--- src/rtl/seq_divider_pkg.sv ---
// Shared multdiv definitions: divider FSM encoding, default widths, negate helper.
package seq_divider_pkg;

  localparam int unsigned DIV_WIDTH = 32;
  localparam int unsigned DIV_CNT_W = 6;

  typedef enum logic [1:0] {
    IDLE = 2'd0,
    BUSY = 2'd1,
    FIX  = 2'd2,
    DONE = 2'd3
  } div_state_e;

  // Two's-complement negate; -2^(W-1) maps to itself.
  function automatic logic [DIV_WIDTH-1:0] negate(input logic [DIV_WIDTH-1:0] x);
    return ~x + DIV_WIDTH'(1);
  endfunction

endpackage

--- src/rtl/register65.sv ---
// Enable-gated working register holding {remainder, quotient}.
module register65 #(
  parameter int unsigned W = 65
) (
  input  logic         clk,
  input  logic         reset,
  input  logic         input_enable,
  input  logic [W-1:0] d,
  output logic [W-1:0] q
);

  // Load on enable; asynchronous clear.
  always_ff @(posedge clk or negedge reset) begin
    if (!reset) begin
      q <= '0;
    end else if (input_enable) begin
      q <= d;
    end
  end

endmodule

--- src/rtl/seq_divider.sv ---
// Iterative signed divider: non-restoring on magnitudes, then a sign-fix cycle.
module seq_divider
  import seq_divider_pkg::*;
#(
  parameter int unsigned WIDTH = DIV_WIDTH,
  parameter int unsigned CNT_W = DIV_CNT_W
) (
  input  logic             clk,
  input  logic             reset,
  input  logic             ctrl_div,
  input  logic [WIDTH-1:0] dividend,
  input  logic [WIDTH-1:0] divisor,
  output logic [WIDTH-1:0] quotient,
  output logic [WIDTH-1:0] remainder,
  output logic             data_exception,
  output logic             data_resultRDY,
  output logic             busy
);

  localparam int unsigned PW = WIDTH + 1;
  localparam int unsigned RW = 2 * WIDTH + 1;

  div_state_e       state_q, state_d;
  logic [CNT_W-1:0] cnt_q, cnt_d;
  logic             q_neg_q, q_neg_d;
  logic             r_neg_q, r_neg_d;
  logic [PW-1:0]    dmag_q, dmag_d;
  logic [WIDTH-1:0] quot_d, rem_d;
  logic             exc_d, rdy_d, busy_d;

  logic [RW-1:0]    work_q, work_d;
  logic             work_en;

  logic [PW-1:0]    part_r, shifted_r, step_r;
  logic [RW-1:0]    step_work;
  logic [WIDTH-1:0] quot_mag, rem_mag;
  logic [WIDTH-1:0] abs_dvd, abs_dvs;

  register65 #(.W(RW)) u_work (
    .clk          (clk),
    .reset        (reset),
    .input_enable (work_en),
    .d            (work_d),
    .q            (work_q)
  );

  // Datapath: one non-restoring step, final correction, operand magnitudes.
  always_comb begin
    part_r    = work_q[RW-1:WIDTH];
    shifted_r = work_q[RW-2:WIDTH-1];
    step_r    = part_r[PW-1] ? (shifted_r + dmag_q) : (shifted_r - dmag_q);
    step_work = {step_r, work_q[WIDTH-2:0], ~step_r[PW-1]};
    quot_mag  = work_q[WIDTH-1:0];
    rem_mag   = part_r[PW-1] ? (part_r[WIDTH-1:0] + dmag_q[WIDTH-1:0]) : part_r[WIDTH-1:0];
    abs_dvd   = dividend[WIDTH-1] ? negate(dividend) : dividend;
    abs_dvs   = divisor[WIDTH-1]  ? negate(divisor)  : divisor;
  end

  // Next-state and next-output logic; a start request overrides any state.
  always_comb begin
    state_d = state_q;
    cnt_d   = cnt_q;
    q_neg_d = q_neg_q;
    r_neg_d = r_neg_q;
    dmag_d  = dmag_q;
    quot_d  = quotient;
    rem_d   = remainder;
    exc_d   = data_exception;
    rdy_d   = 1'b0;
    work_en = 1'b0;
    work_d  = step_work;

    case (state_q)
      BUSY: begin
        work_en = 1'b1;
        cnt_d   = cnt_q + CNT_W'(1);
        if (cnt_q == CNT_W'(WIDTH - 1)) begin
          state_d = FIX;
        end
      end
      FIX: begin
        quot_d  = q_neg_q ? negate(quot_mag) : quot_mag;
        rem_d   = r_neg_q ? negate(rem_mag) : rem_mag;
        exc_d   = 1'b0;
        rdy_d   = 1'b1;
        state_d = DONE;
      end
      DONE: begin
        state_d = IDLE;
      end
      default: begin
        state_d = state_q;
      end
    endcase

    if (ctrl_div) begin
      cnt_d = '0;
      if (divisor == '0) begin
        work_en = 1'b0;
        quot_d  = '0;
        rem_d   = dividend;
        exc_d   = 1'b1;
        rdy_d   = 1'b1;
        state_d = DONE;
      end else begin
        work_en = 1'b1;
        work_d  = {{PW{1'b0}}, abs_dvd};
        dmag_d  = {1'b0, abs_dvs};
        q_neg_d = dividend[WIDTH-1] ^ divisor[WIDTH-1];
        r_neg_d = dividend[WIDTH-1];
        quot_d  = quotient;
        rem_d   = remainder;
        exc_d   = 1'b0;
        rdy_d   = 1'b0;
        state_d = BUSY;
      end
    end

    busy_d = (state_d == BUSY) || (state_d == FIX);
  end

  // State, control and registered result outputs.
  always_ff @(posedge clk or negedge reset) begin
    if (!reset) begin
      state_q        <= IDLE;
      cnt_q          <= '0;
      q_neg_q        <= 1'b0;
      r_neg_q        <= 1'b0;
      dmag_q         <= '0;
      quotient       <= '0;
      remainder      <= '0;
      data_exception <= 1'b0;
      data_resultRDY <= 1'b0;
      busy           <= 1'b0;
    end else begin
      state_q        <= state_d;
      cnt_q          <= cnt_d;
      q_neg_q        <= q_neg_d;
      r_neg_q        <= r_neg_d;
      dmag_q         <= dmag_d;
      quotient       <= quot_d;
      remainder      <= rem_d;
      data_exception <= exc_d;
      data_resultRDY <= rdy_d;
      busy           <= busy_d;
    end
  end

endmodule

--- config.mk ---
export PLATFORM = sky130hd
export DESIGN_NAME = seq_divider
export DESIGN_NICKNAME = d
export VERILOG_FILES = /design/src/rtl/seq_divider_pkg.sv /design/src/rtl/register65.sv /design/src/rtl/seq_divider.sv
export SDC_FILE = /design/constraint.sdc
export NUM_CORES = 1
export LEC_CHECK = 0
export ABC_CLOCK_PERIOD_IN_PS = 5100
export BUFFER_PORTS_ARGS = -buffer_cell sky130_fd_sc_hd__buf_2
export CORE_MARGIN = 5
export CORE_UTILIZATION = 30
export DETAILED_ROUTE_END_ITERATION = 12
export PLACE_DENSITY_LB_ADDON = 0.25
export SLEW_MARGIN = 20
export SYNTH_ARGS = -nofsm -noshare
export SYNTH_HDL_FRONTEND = slang
export SYNTH_SLANG_ARGS = --single-unit
--- constraint.sdc ---
create_clock -name clk -period 5.1 [get_ports clk]
set_input_delay 1.02 -clock clk [delete_from_list [all_inputs] [get_ports clk]]
set_output_delay 1.02 -clock clk [all_outputs]
set_load 0.02 [all_outputs]
==> flow_summary.yaml, run 1 <==
route:
  drt_iter0_drc: 1053
  routed_wl_mm: 45.2
  vias: 13000
  routed_via_density: 5.37
  routedWlPerCell_microns: 18.7
  ant_nets: 0
  drc: 0
  drt_pass1_iterations: 5
yosys:
  synthFlopType: "dfrtp_1"
  ys_seq_elements: 174
  netlist_area_sq_mm: 0.0140
  synthArstFlopShare_pct: 100
  synth.distinct_cells: 94
  yosysWarnings: 0
  synth_edf_count: 0
  netlist_instances: 1701
  synth_seq_area_share_pct: 31.0
  syn-num-nets: 1839
  syn_avg_cell_area_sq_um: 8.25
floorplanning:
  dieArea_sq_mm: 0.0512
  core_sq_mm: 0.0464
  chipHeight_microns: 226
  die_w_microns: 226
  rows: 79
  io_pins: 134
  start_util_pct: 30.3
global_routing:
  grt_pass1_wl_mm: 71.3
  grt_use_total_pct: 17.6
  grt_pass1_vias: 12500
  grt_max_degree: 144
  overflow: 0
  antenna_found_initial: 3
power_and_ir_drop:
  powerDensity_mw_per_mm2: 518
  peakVddDrop_mv: 0.247
  p_leak_nw: 7.05
worst_setup_path:
  setup.worst_path.end_class: "register"
  path_delay_family: "compound AO/OA/AOI/OAI gates"
  worst_path_max_delay_cell: "o41ai_1"
  arrival_ns: 4.99
  crit_required_ns: 5.44
  path_class: "register to register"
  critPathLaunch: "dmag_q[3]"
  worstPathCellList: "nor2_1 -> nand3_1 -> nor4_1 -> buf_4 -> a21oi_1 -> xor2_1 -> ha_1 -> and3_1 -> o31ai_1 -> a211oi_1 -> o41ai_1 -> o211ai_1 -> a221oi_1 -> buf_4 -> o211ai_1 -> a21oi_1 -> or4b_2 -> a21oi_1 -> a221o_1"
  r2r_start: "dmag_q[3]"
  crit_path_frequent_cell: "a21oi_1"
  crit_fanout: 6
  max_stage_delay_ns: 0.50
  critPathLaunchType: "register"
  cp.buffers_inverters: 2
placed_design:
  dp_hpwl_mm: 35.1
  io_buffers: 133
  gp_congestion: 0.904
  place_ws_ns: 0.379
sta:
  fin_skew_ns: 0.0130
  layout_min_cycle_time_ns: 4.65
  hold_violations: 0
  min_period_over_period_pct: 91.1
  max_clock_freq_mhz: 215
  drv_slew: 0
  rsz0062_at_grt: "false"
  finalSetupTns_ns: 0
  finalWorstSetupSlack_ns: 0.454
  setup_violations: 0
  slew_headroom_pct: 32.8
  tightest_slew_ns: 1.01
cts:
  clock_tree.root_cell: "clkbuf_16"
  cts-hold-fix-buffers: 0
  clk_latency_ns: 0.46
  path_clk_slew_ns: 0.07
  cts_inserted_buffers: 17
  tritoncts: "done"
  htreeDepth: 4
  postCtsSetupBuffers: 0
  cts_max_path_buffers: 2
  clock_sinks: 174
  ctsResizeCount: 0
hold_path:
  hold_class: "primary input to async pin"
cells_and_area:
  layout-drive-gt1-share_pct: 12.9
  area_growth_pct: 14.0
  finalNetCount: 1937
outcome:
  status: "completed"
run:
  drv_cap: 0
path summary, 6_finish.rpt:
kind                            endpoint  slack [ns]  depth (start not counted)
max                         u_work.q[63]        0.45                         19
min                           dmag_q[26]        0.44                          1
max reg2reg                 u_work.q[63]        0.45                         19
min reg2reg                remainder[19]        0.47                          2
max in group asynchronous    quotient[7]        3.53                          2
min in group clk           remainder[19]        0.47                          2
layer usage:
metal / wire length (microns) / part of all wire [%] / track usage [%]
met2: 20000 / 44 / 27.5
met3: 2530 / 5.6 / 3.04
met5: 21 / 0.046 / 0
met4: 914 / 2.0 / 4.52
met1: 21800 / 48 / 25.2
stage by stage:
stage	util (%)	instance area (sq um)	cells	hold slack (ns)	power, mW
floorplan	-	14000	1701	0.465	5.63
global placement	33.2	15400	2387	0.458	6.89
detailed placement	33.2	15400	2387	0.465	6.93
CTS	34.5	16000	2419	0.431	8.30
global route	34.5	16000	2419	0.445	8.97
finish	34.5	16000	2420	0.440	8.28
cell type report:
cell class | count | area (sq um)
fillers | 4897 | 30400
multi-input cells | 1394 | 9130
flip-flops and latches | 174 | 4360
repair buffers | 165 | 987
well taps | 607 | 759
clock buffers | 18 | 429
inverters | 47 | 184
clock inverters | 14 | 145
diodes | 1 | 2.50
cells by family (layout without fill, tap and decap cells):
kind of cell	after synthesis	in the layout	share of synthesized area [%]
multiplexers	24	24	1.77
flip-flops	174	174	31.0
XOR/XNOR	191	191	12.0
AND/OR/NAND/NOR	544	544	18.8
AO/OA/AOI/OAI	564	564	25.8
buffers and inverters	133	244	4.08
adder cells (fa/ha/maj)	71	71	6.44
other	0	1	0
cells in the final DEF (no fill, tap or decap), drive strengths merged, types with 22 or more instances in the layout:
| master | instances |
|---|---|
| or3 | 22 |
| inv | 57 |
| xor2 | 140 |
| xnor2 | 50 |
| o21ai | 212 |
| a21o | 34 |
| dfrtp | 174 |
| a221o | 24 |
| nor3 | 33 |
| buf | 165 |
| nand3 | 38 |
| o31ai | 33 |
| a21oi | 110 |
| ha | 69 |
| nor2 | 115 |
| nand2 | 202 |
synth_stat cells (20+ instances only):
library cell    n  share of area, %
nor2_1        115               3.1
dfrtp_1       174                31
o21ai_0       210               7.5
nor3_1         32               1.1
nand2_1       201               5.4
ha_1           69               6.2
xor2_1        140               8.7
mux2i_1        20               1.4
xnor2_1        50               3.1
or4_1          20               1.1
inv_1          46               1.2
o31ai_1        33               1.8
a21o_1         33               1.8
clkbuf_1       68               1.8
or3_1          21              0.94
a221o_1        24               1.7
a21oi_1       109               3.9
nand3_1        38               1.4
registers in the layout (all words and copies together), names as in the netlist:
name	flops
u_work.q	65
dmag_q	32
quotient	32
remainder	32
cnt_q	6
state_q	2
busy	1
data_exception	1
data_resultRDY	1
q_neg_q	1
r_neg_q	1
power breakdown:
group	leakage (nW)	switching [mW]	internal, mW
Sequential	2.18	0.438	1.69
Clock	0.279	0.647	0.693
Combinational	4.59	2.86	1.95
(Power assumes the default switching activity.)
==> run 2: changes to the inputs <==
--- a/config.mk
+++ b/config.mk
@@ -7,8 +7,9 @@
 export LEC_CHECK = 0
 export ABC_CLOCK_PERIOD_IN_PS = 5100
 export BUFFER_PORTS_ARGS = -buffer_cell sky130_fd_sc_hd__buf_2
+export CORE_ASPECT_RATIO = 1.75
 export CORE_MARGIN = 5
-export CORE_UTILIZATION = 30
+export CORE_UTILIZATION = 55
 export DETAILED_ROUTE_END_ITERATION = 12
 export PLACE_DENSITY_LB_ADDON = 0.25
 export SLEW_MARGIN = 20
==> run 2 against run 1 <==
Core utilization increased by 27 points. Worst setup slack got worse by 0.13 ns. Design area decreased by 3.0%. Wire length decreased by 6.9%.
==> flow_summary.yaml, run 2 (synthesis gave the netlist of run 1 again) <==
global_routing:
  antenna_found_initial: 0
  overflow: 0
  grt_max_degree: 118
  grt_use_total_pct: 29.2
  grt_pass1_vias: 13100
  grt_pass1_wl_mm: 67.1
cts:
  htreeDepth: 4
  clock_tree.root_cell: "clkbuf_16"
  path_clk_slew_ns: 0.07
  cts_max_path_buffers: 2
  clk_latency_ns: 0.46
  postCtsSetupBuffers: 0
  clock_sinks: 174
  cts_inserted_buffers: 17
  tritoncts: "done"
  cts-hold-fix-buffers: 0
  ctsResizeCount: 0
cells_and_area:
  layout-drive-gt1-share_pct: 12.5
  seq_area_sq_mm: 0.00436
  largest_reg_flops: 65
  finalNetCount: 1932
  final_cell_mix: "o21ai_0 (210), nand2_1 (201), dfrtp_1 (173)"
  area_growth_pct: 10.6
  regMostFlops: "u_work.q"
  diodes: 0
  n_fill_cell: 2294
  final_common_cell: "o21ai_0"
  multi_input_area_sq_mm: 0.00913
worst_setup_path:
  crit_fanout: 6
  crit_required_ns: 5.44
  path_delay_family: "compound AO/OA/AOI/OAI gates"
  crit_path_frequent_cell: "a21oi_1"
  worst_path_max_delay_cell: "o41ai_1"
  max_stage_delay_ns: 0.54
  critPathLaunchType: "register"
  cp.buffers_inverters: 3
  setup.worst_path.end_class: "register"
  worstPathCellList: "inv_1 -> ha_1 -> nand2_1 -> nor4_1 -> buf_4 -> a21oi_1 -> xor2_1 -> ha_1 -> and3_1 -> o31ai_1 -> a211oi_1 -> o41ai_1 -> o211ai_1 -> a221oi_1 -> buf_4 -> o211ai_1 -> a21oi_1 -> or4b_2 -> a21oi_1 -> a221o_1"
  arrival_ns: 5.11
  path_class: "register to register"
floorplanning:
  start_util_pct: 55.6
  dieArea_sq_mm: 0.0289
  chipHeight_microns: 221
  die_w_microns: 131
  core_sq_mm: 0.0252
  rows: 77
  io_pins: 134
route:
  drc: 0
  drt_iter0_drc: 832
  routed_wl_mm: 42.1
  routedWlPerCell_microns: 19.8
  vias: 13300
  ant_nets: 0
  drt_pass1_iterations: 5
  routed_via_density: 6.29
sta:
  min_period_over_period_pct: 93.6
  slew_headroom_pct: 34.8
  hold_violations: 0
  layout_min_cycle_time_ns: 4.77
  max_clock_freq_mhz: 209
  hold_slack_ns: 0.471
  finalSetupTns_ns: 0
  rsz0062_at_grt: "false"
  tightest_slew_ns: 0.978
  drv_slew: 0
  fin_skew_ns: 0.0108
  setup_violations: 0
power_and_ir_drop:
  powerDensity_mw_per_mm2: 530
  peakVddDrop_mv: 0.295
  p_leak_nw: 6.98
placed_design:
  dp_hpwl_mm: 32.7
  gp_congestion: 0.990
  io_buffers: 133
run:
  drv_cap: 0
hold_path:
  hold_class: "register to register"
outcome:
  status: "completed"
## run 2: cell count changes in the layout (fill, tap and decap cells not counted)
cell / before / now
clkinvlp_4: 2 / 4
buf_12: 6 / 2
buf_4: 26 / 25
inv_6: 7 / 4
diode_2: 1 / 0
clkinv_4: 0 / 1
inv_8: 4 / 1
clkbuf_1: 1 / 4
## run 2: routing by layer
layer	wire length [microns]	share of wire, %	GRT usage (%)	vias to the layer above
li1	-	-	-	6408
met1	15400	37	31.9	6285
met2	21200	50	50.4	493
met3	2230	5.3	4.30	162
met4	3280	7.8	20.6	0
met5	0	0	0	-
## run 2: power breakdown
| part | total (mW) | switching, mW | internal [mW] | leakage (nW) |
|---|---|---|---|---|
| Combinational | 4.85 | 2.91 | 1.94 | 4.55 |
| Clock | 1.27 | 0.590 | 0.677 | 0.255 |
| Sequential | 2.10 | 0.405 | 1.70 | 2.18 |
## run 2: through the flow
stage | setup WS (ns) | power (mW) | area, sq um | util (%) | cells
CTS | 0.425 | 8.18 | 15500 | 61.4 | 2123
global placement | 0.463 | 6.80 | 15000 | 59.3 | 2091
floorplan | 0.0650 | 5.63 | 14000 | - | 1701
global route | 0.0738 | 8.85 | 15500 | 61.4 | 2123
finish | 0.326 | 8.22 | 15500 | 61.4 | 2123
detailed placement | 0.405 | 6.90 | 15000 | 59.3 | 2091
## run 2: cell type report
| type | instances | area share [%] |
|---|---|---|
| clock buffer | 21 | 2.84 |
| clock inverter | 11 | 0.702 |
| inverter | 47 | 1.19 |
| multi-input combinational | 1394 | 58.8 |
| sequential | 174 | 28.1 |
| tap | 316 | 2.55 |
| timing repair buffer | 160 | 5.80 |
## run 2: path summary, 6_finish.rpt
check                                   from           end  slack [ns]  depth (start not counted)
worst max-delay path               dmag_q[0]  u_work.q[63]        0.33                         20
worst min-delay path            quotient[24]  quotient[24]        0.47                          2
worst max register to register     dmag_q[0]  u_work.q[63]        0.33                         20
worst min register to register  quotient[24]  quotient[24]        0.47                          2
max in group asynchronous              reset  u_work.q[56]        3.52                          2
min in group asynchronous              reset  quotient[30]        0.62                          1
## run 2: worst min-delay path: stages (launching register included)
cell     delay [ns]
dfrtp_1        0.34
nand2_1        0.04
o21ai_0        0.06
